[config.mk]
export PLATFORM = sky130hd
export DESIGN_NAME = led_pwm_scan
export DESIGN_NICKNAME = d
export VERILOG_FILES = /design/src/rtl/led_pwm_scan_pkg.sv /design/src/rtl/led_pwm_scan_gray_conv.sv /design/src/rtl/led_pwm_scan.sv
export SDC_FILE = /design/constraint.sdc
export NUM_CORES = 1
export LEC_CHECK = 0
export CAP_MARGIN = 20
export CORE_MARGIN = 10
export CORE_UTILIZATION = 45
export DETAILED_ROUTE_END_ITERATION = 6
export PLACE_DENSITY_LB_ADDON = 0.25
export SLEW_MARGIN = 20
export SYNTH_ARGS = -nofsm -noshare
export SYNTH_HDL_FRONTEND = slang
export SYNTH_SLANG_ARGS = --single-unit
[constraint.sdc]
create_clock -name GCK -period 12.4 [get_ports GCK]
set_clock_uncertainty 0.1 [all_clocks]
set_input_delay 1.86 -clock GCK [delete_from_list [all_inputs] [get_ports GCK]]
set_output_delay 1.86 -clock GCK [all_outputs]
set_load 0.01 [all_outputs]
[src/rtl/led_pwm_scan_pkg.sv]
`default_nettype none
// ============================================================================
// Module   : led_pkg (package)
// Purpose  : Shared definitions for the led_pwm_scan engine: mode encodings,
//            loader state type and index-width helpers.
// Ports    : n/a (package)
// Revision : 1.0 - initial parametrised release
// ============================================================================
package led_pkg;

  // Pixel conversion modes (2'b11 behaves as raw)
  localparam logic [1:0] MODE_RAW        = 2'b00;
  localparam logic [1:0] MODE_HALF_DITH  = 2'b01;
  localparam logic [1:0] MODE_HALF_TRUNC = 2'b10;

  // Loader state: accepting words, or shadow bank complete
  typedef enum logic [0:0] {
    LOAD = 1'b0,
    FULL = 1'b1
  } load_state_t;

  // Index width for a count of n items; never narrower than one bit
  function automatic int idx_w(input int n);
    return (n > 1) ? $clog2(n) : 1;
  endfunction

  // Index widths for the default geometry (16 channels, 32 scan lines)
  localparam int CH_IDX_W = idx_w(16);
  localparam int SL_IDX_W = idx_w(32);

endpackage
`default_nettype wire

[src/rtl/led_pwm_scan_gray_conv.sv]
`default_nettype none
// ============================================================================
// Module   : led_gray_conv
// Purpose  : Combinational gray-level conversion applied at shadow write time.
//            Raw pass-through, half depth with round/truncate alternating on
//            frame_tog, or half depth truncate-only.
// Ports    : mode      - conversion mode (see led_pkg)
//            frame_tog - frame parity; 0 rounds, 1 truncates in dither mode
//            din       - incoming gray value
//            dout      - converted gray value (same width, cannot overflow)
// Revision : 1.0 - initial parametrised release
// ============================================================================
module led_gray_conv
  import led_pkg::*;
#(
  parameter int GW = 16
) (
  input  logic [1:0]    mode,
  input  logic          frame_tog,
  input  logic [GW-1:0] din,
  output logic [GW-1:0] dout
);

  always_comb begin
    dout = din;
    case (mode)
      // Rounding on even frames and truncation on odd frames averages out
      // the lost LSB over a frame pair.
      MODE_HALF_DITH:  dout = (din >> 1) + GW'(din[0] & ~frame_tog);
      MODE_HALF_TRUNC: dout = din >> 1;
      default:         dout = din;
    endcase
  end

endmodule
`default_nettype wire

[src/rtl/led_pwm_scan.sv]
`default_nettype none
// ============================================================================
// Module   : led_pwm_scan
// Purpose  : Grayscale PWM scan engine. Pixel words stream into a shadow bank,
//            are committed to the active bank on line_start, and drive CH
//            comparator outputs against a saturating PWM counter.
// Macro    : LED_PWM_BLANK_EN - when defined, BLANK cycles of forced-low
//            output follow every commit before PWM counting starts.
// Ports    : GCK        - block clock
//            rst        - synchronous active-high reset
//            pix_valid  - pixel word valid
//            pix_ready  - block can accept a pixel word
//            pix_data   - gray value for the next channel index
//            line_start - strobe: commit shadow to active, start a PWM line
//            mode       - conversion mode (00/11 raw, 01 dither, 10 trunc)
//            OUT        - registered PWM outputs, OUT[i] = active[i] > pwm_cnt
//            line_idx   - current scan line
//            frame_tog  - toggles whenever line_idx wraps to 0
//            underrun   - sticky: strobe arrived before shadow bank was full
// Revision : 1.0 - initial parametrised release
// ============================================================================
module led_pwm_scan
  import led_pkg::*;
#(
  parameter int CH    = 16,
  parameter int GW    = 16,
  parameter int SL    = 32,
  parameter int BLANK = 4
) (
  input  logic                  GCK,
  input  logic                  rst,
  input  logic                  pix_valid,
  output logic                  pix_ready,
  input  logic [GW-1:0]         pix_data,
  input  logic                  line_start,
  input  logic [1:0]            mode,
  output logic [CH-1:0]         OUT,
  output logic [idx_w(SL)-1:0]  line_idx,
  output logic                  frame_tog,
  output logic                  underrun
);

  localparam int            CW      = idx_w(CH);
  localparam int            LW      = idx_w(SL);
  localparam logic [GW-1:0] PWM_MAX = '1;

  load_state_t   state;
  logic [CW-1:0] wr_idx;
  logic [GW-1:0] shadow [CH];
  logic [GW-1:0] active [CH];
  logic [GW-1:0] pwm_cnt;
  logic [GW-1:0] conv_data;
  logic [CH-1:0] cmp;
  logic          hs;
  logic          pwm_hold;
  logic          out_force;

  assign hs = pix_valid & pix_ready;

  led_gray_conv #(
    .GW (GW)
  ) u_conv (
    .mode      (mode),
    .frame_tog (frame_tog),
    .din       (pix_data),
    .dout      (conv_data)
  );

  // --------------------------------------------------------------------------
  // Loader FSM with registered ready. A strobe always restarts loading; a
  // same-cycle handshake lands in slot 0 (the commit still sees the old bank).
  // --------------------------------------------------------------------------
  always_ff @(posedge GCK) begin
    if (rst) begin
      state     <= LOAD;
      pix_ready <= 1'b1;
      wr_idx    <= '0;
      for (int i = 0; i < CH; i++) shadow[i] <= '0;
    end else if (line_start) begin
      state     <= LOAD;
      pix_ready <= 1'b1;
      if (hs) begin
        shadow[0] <= conv_data;
        wr_idx    <= CW'(1);
      end else begin
        wr_idx    <= '0;
      end
    end else begin
      case (state)
        LOAD: begin
          if (hs) begin
            shadow[wr_idx] <= conv_data;
            wr_idx         <= wr_idx + 1'b1;
            if (wr_idx == CW'(CH - 1)) begin
              state     <= FULL;
              pix_ready <= 1'b0;
            end
          end
        end
        FULL: begin
          pix_ready <= 1'b0;
        end
        default: begin
          state     <= LOAD;
          pix_ready <= 1'b1;
        end
      endcase
    end
  end

  // --------------------------------------------------------------------------
  // Optional post-commit blanking
  // --------------------------------------------------------------------------
`ifdef LED_PWM_BLANK_EN
  localparam int BW = idx_w(BLANK + 1);
  logic [BW-1:0] blank_cnt;
  logic          blank_act;

  assign blank_act = (blank_cnt != '0);

  always_ff @(posedge GCK) begin
    if (rst)             blank_cnt <= '0;
    else if (line_start) blank_cnt <= BW'(BLANK);
    else if (blank_act)  blank_cnt <= blank_cnt - 1'b1;
  end

  // Outputs also drop on the commit edge so the whole blank window is dark
  assign pwm_hold  = blank_act;
  assign out_force = blank_act | line_start;
`else
  logic unused_blank;
  assign unused_blank = (BLANK != 0);
  assign pwm_hold     = 1'b0;
  assign out_force    = 1'b0;
`endif

  // --------------------------------------------------------------------------
  // Commit, line tracking and PWM counter
  // --------------------------------------------------------------------------
  always_ff @(posedge GCK) begin
    if (rst) begin
      for (int i = 0; i < CH; i++) active[i] <= '0;
      pwm_cnt   <= '0;
      line_idx  <= '0;
      frame_tog <= 1'b0;
      underrun  <= 1'b0;
    end else if (line_start) begin
      for (int i = 0; i < CH; i++) active[i] <= shadow[i];
      pwm_cnt <= '0;
      if (state == LOAD) underrun <= 1'b1;
      if (line_idx == LW'(SL - 1)) begin
        line_idx  <= '0;
        frame_tog <= ~frame_tog;
      end else begin
        line_idx  <= line_idx + 1'b1;
      end
    end else if (!pwm_hold && (pwm_cnt != PWM_MAX)) begin
      // Saturating: at PWM_MAX no channel compares greater, so OUT stays low
      pwm_cnt <= pwm_cnt + 1'b1;
    end
  end

  // --------------------------------------------------------------------------
  // Per-channel comparators and registered outputs
  // --------------------------------------------------------------------------
  for (genvar i = 0; i < CH; i++) begin : g_cmp
    assign cmp[i] = (active[i] > pwm_cnt);
  end

  always_ff @(posedge GCK) begin
    if (rst)            OUT <= '0;
    else if (out_force) OUT <= '0;
    else                OUT <= cmp;
  end

endmodule
`default_nettype wire
==> summary.txt, run 1 <==
Worst hold path
  • Hold-critical path depth: 2
  • Worst hold path class: register to register
  • WHS Endpoint: underrun
  • Min-delay src: underrun

Place
  • HPWL after DPL: 39700 um
  • Dpl cell area: 28300 sq um
  • GP Congestion: 0.836
  • Port Buffer Count: 45

Run status
  • Outcome: finished, final reports clean

Final layout
  • Nets@finish: 2443
  • Fraction of layout cells with a size suffix above 1: 7.58%
  • P&R area growth vs syn: 12.5%
  • Antenna Diode Count: 0
  • Post-route cell area: 30200 sq um
  • Final Util: 51.2%

Power and ir drop
  • Worst vdd ir: 0.000101 V
  • P_leak: 11.5 nW
  • Pwr dens: 143 nW/um^2
  • Total Power: 0.00433 W

Synth
  • Synth Net Count: 2394
  • Fraction of registers with async set/reset: 0%
  • Synth top cells by count: edfxtp_1 (512), ha_1 (267), nor2_1 (167)
  • Post-synth top area share: 57.2%
  • Most frequent cell after synthesis: edfxtp_1
  • YS warnings: 0
  • Post-synth top area cell: edfxtp_1
  • Average size of a mapped cell: 12.8 sq um
  • Synth Instances: 2105
  • Dominant cells by area after synthesis: edfxtp_1 (57%), ha_1 (12%), and2_1 (3.8%)
  • #FFs+latches synth: 557
  • Synthesized area: 26900 sq um
  • Synth Flop Type: edfxtp_1
  • Count of different cell masters after synthesis: 69
  • Post-synth EDFFs: 512
  • Sequential element share of the synthesized area: 60.6%

Setup path
  • End of the worst register-to-register path: shadow[15][10]
  • CP Data Required Time: 12.54 ns
  • WP data arrival: 5.41 ns
  • CP Max Fanout: 118
  • Crit. End Element: register
  • R2R Setup Slk: 8.80 ns
  • Kind of critical path: input pin to register
  • Reg2Reg Launch Point: pix_ready
  • Setup crit start kind: input pin
  • Reg2Reg Depth: 4

STA
  • Worst Tran Pin Value: 1.19 ns
  • F_max: 190 MHz
  • Setup tns final: 0 ns
  • Pins Over Slew Limit: 0
  • Post-layout min period: 5.27 ns
  • Hold Vio Cnt, Final: 0
  • RSZ-0062 raised after global routing: false
  • Headroom to the max-slew limit: 20.6%
  • Final setup viols: 0
  • Hold WS: 0.377 ns
  • Tcrit/Tclk final: 42.5%

Floorplan
  • IO Count: 46
  • Area of the core: 59000 sq um
  • Die width: 264 um
  • DIE AREA: 69900 sq um
  • Effective utilization at floorplan: 45.5%
  • FP Rows: 89
  • Die H: 264 um

Detailed routing
  • Starting DRT DRC Count: 1463
  • Drt pass-1 iters: 5
  • Detail Route Antenna Nets: 0
  • WL/cell: 23.1 um
  • Drc violations: 0
  • Drt total wl: 68800 um
  • Vias per cell: 5.80
  • DR vias: 17243

Clock tree
  • Post-CTS Setup Inserts: 0
  • Clk buf depth: 3
  • CTS tree: built
  • Clock transition at path regs: 0.06 ns
  • H-tree depth: 2
  • Cts repair resizes: 0
  • Skew-Pair Late Insertion Delay: 0.63 ns
  • CTS Sinks: 557
  • Cts hold-fix bufs: 0
  • Root Buffer: clkbuf_16
  • CTS Buf Count: 58

Job
  • Max Cap Viol: 0

Global route
  • Total grt overflow: 0
  • Initial antenna violation count: 2
  • Vias in the first global route: 17038
  • First-pass GRT wire length: 102000 um
  • Pin count of the biggest net entering global routing: 119
  • Total Routing Usage GR: 19.2%
==> placed cells by master, fill, tap and decap left out, types with 16 or more instances in the layout <==
| master | instances |
|---|---|
| nand2_1 | 89 |
| clkdlybuf4s50_1 | 44 |
| nor3_1 | 70 |
| and2_1 | 162 |
| a21boi_0 | 17 |
| nor2b_1 | 116 |
| dfxtp_1 | 45 |
| a21o_1 | 18 |
| and4_1 | 20 |
| inv_1 | 35 |
| o21ai_0 | 29 |
| o31a_1 | 16 |
| nor2_1 | 167 |
| nor4_1 | 20 |
| nand2b_1 | 18 |
| edfxtp_1 | 512 |
| buf_4 | 38 |
| o211ai_1 | 16 |
| a21oi_1 | 160 |
| nand4_1 | 41 |
| clkbuf_16 | 58 |
| clkbuf_1 | 17 |
| nor3b_1 | 20 |
| a211oi_1 | 18 |
| ha_1 | 267 |
| a221o_1 | 18 |
| nand3_1 | 42 |
==> routing by layer <==
metal | wire length, um | up-vias | global-route usage (%)
met3 | 4640 | 180 | 3.10
met5 | 0 | - | 0
met1 | 29800 | 8549 | 25.4
met2 | 31200 | 557 | 30.6
li1 | - | 7957 | -
met4 | 3220 | 0 | 9.14
==> power breakdown <==
part	internal, W	switching, W	leakage, nW
clock	0.00102	0.000726	0.929
combinational	0.000141	0.000274	4.69
sequential	0.00214	0.0000260	5.84
total	0.00330	0.00103	11.5
==> critical path, stage by stage <==
cell and delay, ns:
clkdlybuf4s50_1 0.45, buf_4 0.25, nor2_1 0.28, inv_8 0.66
buf_4 0.84, buf_4 0.90
==> sequential cells by signal, summed over array words and instances, names as in the netlist <==
signal and flops:
active 256, shadow 256, OUT 16, pwm_cnt 16
line_idx 5, wr_idx 4, frame_tog 1, pix_ready 1
state 1, underrun 1
==> layout make-up <==
type                    count  area [sq um]
clock buffers              80          1580
clock inverters            28           313
fillers                  4977         28800
inverters                  39           154
multi-input cells        1413         10100
flip-flops and latches    557         16300
well taps                 773           967
repair buffers             85           808
==> logic make-up after synthesis <==
logic type / Yosys count / share of synthesized area [%]
AOI/OAI and AO/OA: 328 / 7.73
xor gates and xnor gates: 5 / 0.163
adders and majority gates: 267 / 12.4
buffers and inverters: 135 / 2.27
DFF: 557 / 60.6
muxes: 10 / 0.377
and+or+nand+nor: 803 / 16.4
==> worst max-delay path by stage <==
stage / from / to / slack [ns]
2_1_floorplan: line_start / active[0][0] / 2.06
3_3_place_gp: line_start / pwm_cnt[9] / 6.52
3_5_place_dp: line_start / pwm_cnt[9] / 6.48
4_1_cts: line_start / pwm_cnt[9] / 7.13
5_1_grt: line_start / pwm_cnt[9] / 6.82
6_report: line_start / active[0][130] / 7.13
==> per-stage QoR <==
step,std cells,worst slack [ns]
after detailed placement,2866,6.48
after floorplan,2105,2.06
final,2975,7.13
after global routing,2975,6.82
after global placement,2864,6.52
after CTS,2974,7.13
Note: power is estimated with default switching activity, not from simulation.
==> run 2: changes to the inputs <==
==> constraint.sdc (replaced) <==
create_clock -name GCK -period 5 [get_ports GCK]
set_clock_uncertainty 0.1 [all_clocks]
set_input_delay 0.75 -clock GCK [delete_from_list [all_inputs] [get_ports GCK]]
set_output_delay 0.75 -clock GCK [all_outputs]
set_load 0.01 [all_outputs]
==> summary.txt, run 2 (synthesis gave the netlist of run 1 again) <==
STA
  • RSZ-0062 raised after global routing: false
  • Pins Over Slew Limit: 0
  • Worst Tran Pin Value: 1.13 ns
  • F_max: 318 MHz
  • Post-layout min period: 3.14 ns
  • Headroom to the max-slew limit: 24.5%
  • Hold Vio Cnt, Final: 0
  • Final setup viols: 0
  • Tcrit/Tclk final: 62.9%
  • Setup tns final: 0 ns

Final layout
  • Most frequent cells in the layout: edfxtp_1 (512), ha_1 (267), nor2_1 (167)
  • P&R area growth vs syn: 13.4%
  • Non-filler instance count after layout: 3021
  • Final Util: 51.6%
  • Nets@finish: 2486
  • Commonest non-fill, non-tap cell in the layout: edfxtp_1
  • Regs by FF count: active (256), shadow (256)
  • Fillers: 5004
  • Post-route cell area: 30500 sq um
  • Fraction of layout cells with a size suffix above 1: 9.17%

Setup path
  • Worst Setup EP: shadow[12][8]
  • Setup crit start kind: input pin
  • CP startpoint: line_start
  • Crit. End Element: register
  • Kind of critical path: input pin to register
  • Reg2Reg Depth: 6
  • Reg2Reg Launch Point: wr_idx[0]
  • R2R Setup Slk: 1.99 ns
  • End of the worst register-to-register path: shadow[12][8]
  • CP Max Fanout: 20
  • CP Data Required Time: 5.15 ns
  • WP data arrival: 3.29 ns

Global route
  • Pin count of the biggest net entering global routing: 97
  • Total grt overflow: 0
  • Vias in the first global route: 16759
  • Initial antenna violation count: 3
  • Total Routing Usage GR: 19.5%
  • First-pass GRT wire length: 103000 um

Detailed routing
  • Starting DRT DRC Count: 1623
  • DR vias: 17410
  • Uppermost layer routed: met4
  • Drt total wl: 69800 um
  • Drc violations: 0
  • WL/cell: 23.1 um
  • Met2 WL post-DR: 30900 um
  • Vias per cell: 5.76
  • WL met1: 31100 um
  • Met3 WL post-DR: 5580 um
  • Drt pass-1 iters: 5
  • Detail Route Antenna Nets: 0

Clock tree
  • Root Buffer: clkbuf_16
  • H-tree depth: 2
  • Clk buf depth: 3
  • Post-CTS Setup Inserts: 0
  • CTS Sinks: 557
  • CTS tree: built
  • CTS Buf Count: 58
  • Clock transition at path regs: 0.06 ns
  • Cts hold-fix bufs: 0
  • Cts repair resizes: 0
  • Skew-Pair Late Insertion Delay: 0.63 ns

Floorplan
  • Effective utilization at floorplan: 45.5%
  • DIE AREA: 69900 sq um
  • Area of the core: 59000 sq um
  • FP Rows: 89
  • Die width: 264 um
  • Die H: 264 um
  • IO Count: 46

Power and ir drop
  • Clock share of power: 39.8%
  • Sw frac: 24.2%
  • Pwr dens: 350 nW/um^2
  • Pint: 0.00808 W
  • Flop pwr share: 50.5%
  • Comb power frac: 9.7%
  • Worst vdd ir: 0.000266 V
  • Net switching power: 0.00258 W
  • Total Power: 0.0107 W
  • P_leak: 11.6 nW

Place
  • Inst Count DP: 2910
  • GP Congestion: 0.832
  • Port Buffer Count: 45
  • Dpl cell area: 28600 sq um
  • HPWL after DPL: 42100 um

Job
  • Max Cap Viol: 0

Worst hold path
  • Worst hold path class: register to register

Run status
  • Outcome: finished, final reports clean
-- run 2: cell count changes in the layout (fill, tap and decap cells not counted), moves of 2 or more --
| cell | change |
|---|---|
| mux2i_4 | -3 |
| buf_12 | +3 |
| clkinv_2 | -2 |
| buf_16 | -3 |
| clkbuf_1 | -3 |
| buf_4 | +43 |
| clkinv_1 | +6 |
| clkbuf_8 | -5 |
| inv_2 | -3 |
| clkinv_4 | +4 |
| mux2i_2 | +3 |
| clkinvlp_4 | +5 |
-- run 2: power by group through the flow --
stage               Combinational (W)  Sequential (W)  Clock [W]
floorplan                    0.000594         0.00547          0
global placement             0.000990         0.00548          0
detailed placement            0.00103         0.00549          0
CTS                           0.00103         0.00539    0.00429
global route                  0.00113         0.00540    0.00449
finish                        0.00104         0.00539    0.00424
-- run 2: worst max-delay path, cell delays in order --
cell	delay, ns
clkdlybuf4s50_1	0.79
nor3_2	0.44
nand3_1	0.53
nand2b_1	0.77
-- run 2: worst min-delay path by stage --
stage	slack (ns)	startpoint	to	cells past startpoint
floorplan	0.36	pwm_cnt[10]	pwm_cnt[10]	2
global placement	0.35	underrun	underrun	2
detailed placement	0.37	underrun	underrun	2
CTS	0.40	underrun	underrun	2
global route	0.42	pwm_cnt[5]	pwm_cnt[5]	2
finish	0.40	underrun	underrun	2
-- run 2: cell type report --
type / instances / area, sq um / area share (%)
Timing Repair Buffer: 128 / 1110 / 3.64
Clock inverter: 38 / 360 / 1.18
Antenna cell: 1 / 2.50 / 0.00822
Sequential cell: 557 / 16300 / 53.4
Inverter: 39 / 154 / 0.505
Multi-Input combinational cell: 1413 / 10100 / 33.1
Tap cell: 773 / 967 / 3.18
Clock buffer: 72 / 1500 / 4.94
-- run 2: through the flow --
stage	setup WS [ns]	hold slack, ns
after detailed placement	1.29	0.374
after floorplan	1.23	0.360
after CTS	1.95	0.398
final	1.86	0.402
after global routing	1.72	0.417
after global placement	1.41	0.353
-- run 2: layer usage --
metal  up-vias  GRT usage, %
li1       8049             -
met2       665          30.0
met5         -             0
met4         0          6.53
met1      8569          27.3
met3       127          3.58
==> run 3: changes to the inputs <==
==> constraint.sdc (replaced) <==
create_clock -name GCK -period 2.9 [get_ports GCK]
set_clock_uncertainty 0.1 [all_clocks]
set_input_delay 0.435 -clock GCK [delete_from_list [all_inputs] [get_ports GCK]]
set_output_delay 0.435 -clock GCK [all_outputs]
set_load 0.01 [all_outputs]
==> summary.txt, run 3 (synthesis gave the netlist of run 1 again) <==
Power and ir drop
  • Pint: 0.0142 W
  • Total Power: 0.0186 W
  • P_leak: 12.0 nW
  • Sw frac: 23.7%
  • Net switching power: 0.00440 W
  • Worst vdd ir: 0.000477 V
  • Comb power frac: 10.3%
  • Clock share of power: 39.7%
  • Pwr dens: 594 nW/um^2
  • Flop pwr share: 50.0%

Clock tree
  • CTS Sinks: 557
  • CTS Buf Count: 58
  • H-tree depth: 2
  • Cts hold-fix bufs: 0
  • Clock transition at path regs: 0.06 ns
  • Cts repair resizes: 0
  • Skew-Pair Late Insertion Delay: 0.62 ns
  • Clk buf depth: 3
  • Root Buffer: clkbuf_16
  • CTS tree: built
  • Post-CTS Setup Inserts: 0

Detailed routing
  • Drt pass-1 iters: 5
  • WL/cell: 22.3 um
  • Drc violations: 0
  • Vias per cell: 5.72
  • Starting DRT DRC Count: 1486
  • Detail Route Antenna Nets: 0
  • Drt total wl: 68300 um
  • DR vias: 17514

Global route
  • Pin count of the biggest net entering global routing: 128
  • Total Routing Usage GR: 19.2%
  • Initial antenna violation count: 2
  • First-pass GRT wire length: 102000 um
  • Total grt overflow: 0
  • Vias in the first global route: 17265

Floorplan
  • Die width: 264 um
  • Effective utilization at floorplan: 45.5%
  • DIE AREA: 69900 sq um
  • Die H: 264 um
  • Area of the core: 59000 sq um
  • IO Count: 46
  • FP Rows: 89

Setup path
  • CP Max Fanout: 7
  • WP data arrival: 2.93 ns
  • Setup crit start kind: register
  • Crit. End Element: register
  • Kind of critical path: register to register
  • R2R Setup Slk: 0.42 ns
  • Reg2Reg Depth: 8
  • CP Data Required Time: 3.35 ns

Place
  • GP Congestion: 0.818
  • Port Buffer Count: 45
  • HPWL after DPL: 41300 um

STA
  • Final setup viols: 0
  • Tcrit/Tclk final: 85.6%
  • Setup tns final: 0 ns
  • Worst Tran Pin Value: 0.637 ns
  • Post-layout min period: 2.48 ns
  • Headroom to the max-slew limit: 57.5%
  • Hold Vio Cnt, Final: 0
  • RSZ-0062 raised after global routing: false
  • F_max: 403 MHz
  • Pins Over Slew Limit: 0

Final layout
  • FF/Latch Area: 16300 sq um
  • Commonest non-fill, non-tap cell in the layout: edfxtp_1
  • Nets@finish: 2526
  • Multi-input gate area: 10100 sq um
  • Fillers: 4965
  • Fraction of layout cells with a size suffix above 1: 10.8%
  • P&R area growth vs syn: 16.2%
  • Regs by FF count: active (256), shadow (256)
  • Most frequent cells in the layout: edfxtp_1 (512), ha_1 (267), nor2_1 (167)

Worst hold path
  • Hold-critical path depth: 3
  • Worst hold path class: input pin to register

Run status
  • Outcome: finished, final reports clean

Job
  • Max Cap Viol: 0
[run 3: cell count changes in the layout (fill, tap and decap cells not counted), sizes merged]
cell | previous run | this run
buf | 84 | 124
clkinvlp | 7 | 1
clkinv | 26 | 16
inv | 39 | 43
bufinv | 5 | 2
clkbuf | 72 | 86
[run 3: worst max-delay path, cell delays in order (launching register included)]
cell and delay, ns:
dfxtp_1 0.39, inv_1 0.23, buf_12 0.23, ha_1 0.30
nand4_1 0.17, nor4_1 0.44, buf_4 0.18, a21boi_0 0.18
o31a_1 0.19
[run 3: through the flow]
stage | hold WS, ns | utilization (%) | cells | setup WS [ns] | instance area [sq um]
2_1_floorplan | 0.360 | - | 2105 | 0.234 | 26900
3_3_place_gp | 0.378 | 49.7 | 2950 | 0.0504 | 29300
4_1_cts | 0.185 | 52.9 | 3059 | 0.413 | 31200
5_1_grt | 0.224 | 52.9 | 3060 | 0.264 | 31200
6_report | 0.231 | 52.9 | 3060 | 0.418 | 31200
3_5_place_dp | 0.379 | 49.7 | 2950 | 0.0175 | 29300
[run 3: routing by layer]
metal	part of all wire [%]	vias to the layer above	global-route usage, %
met2	44	639	29.0
met5	0	-	0
met1	44	8598	26.9
met3	8.2	142	3.48
met4	3.6	0	7.75
li1	-	8135	-
[run 3: final cells by class]
cell class              instances  area share, %
clock buffers                  86           5.48
well taps                     773           3.10
diodes                          1        0.00802
flip-flops and latches        557           52.1
inverters                      39          0.493
clock inverters                23          0.585
multi-input cells            1413           32.2
repair buffers                168           5.96
[run 3: path summary, 6_finish.rpt]
kind               startpoint     endpoint
hold reg to reg   pwm_cnt[10]  pwm_cnt[10]
setup reg to reg  pwm_cnt[15]       OUT[6]
hold / removal            rst       OUT[1]
setup / recovery  pwm_cnt[15]       OUT[6]
[run 3: power groups by stage]
stage                     Sequential, W  Combinational (W)  Clock (W)
after floorplan                 0.00943            0.00102          0
after global placement          0.00943            0.00183          0
after detailed placement        0.00945            0.00190          0
after CTS                       0.00928            0.00191    0.00748
after global routing            0.00931            0.00209    0.00782
final                           0.00928            0.00192    0.00736
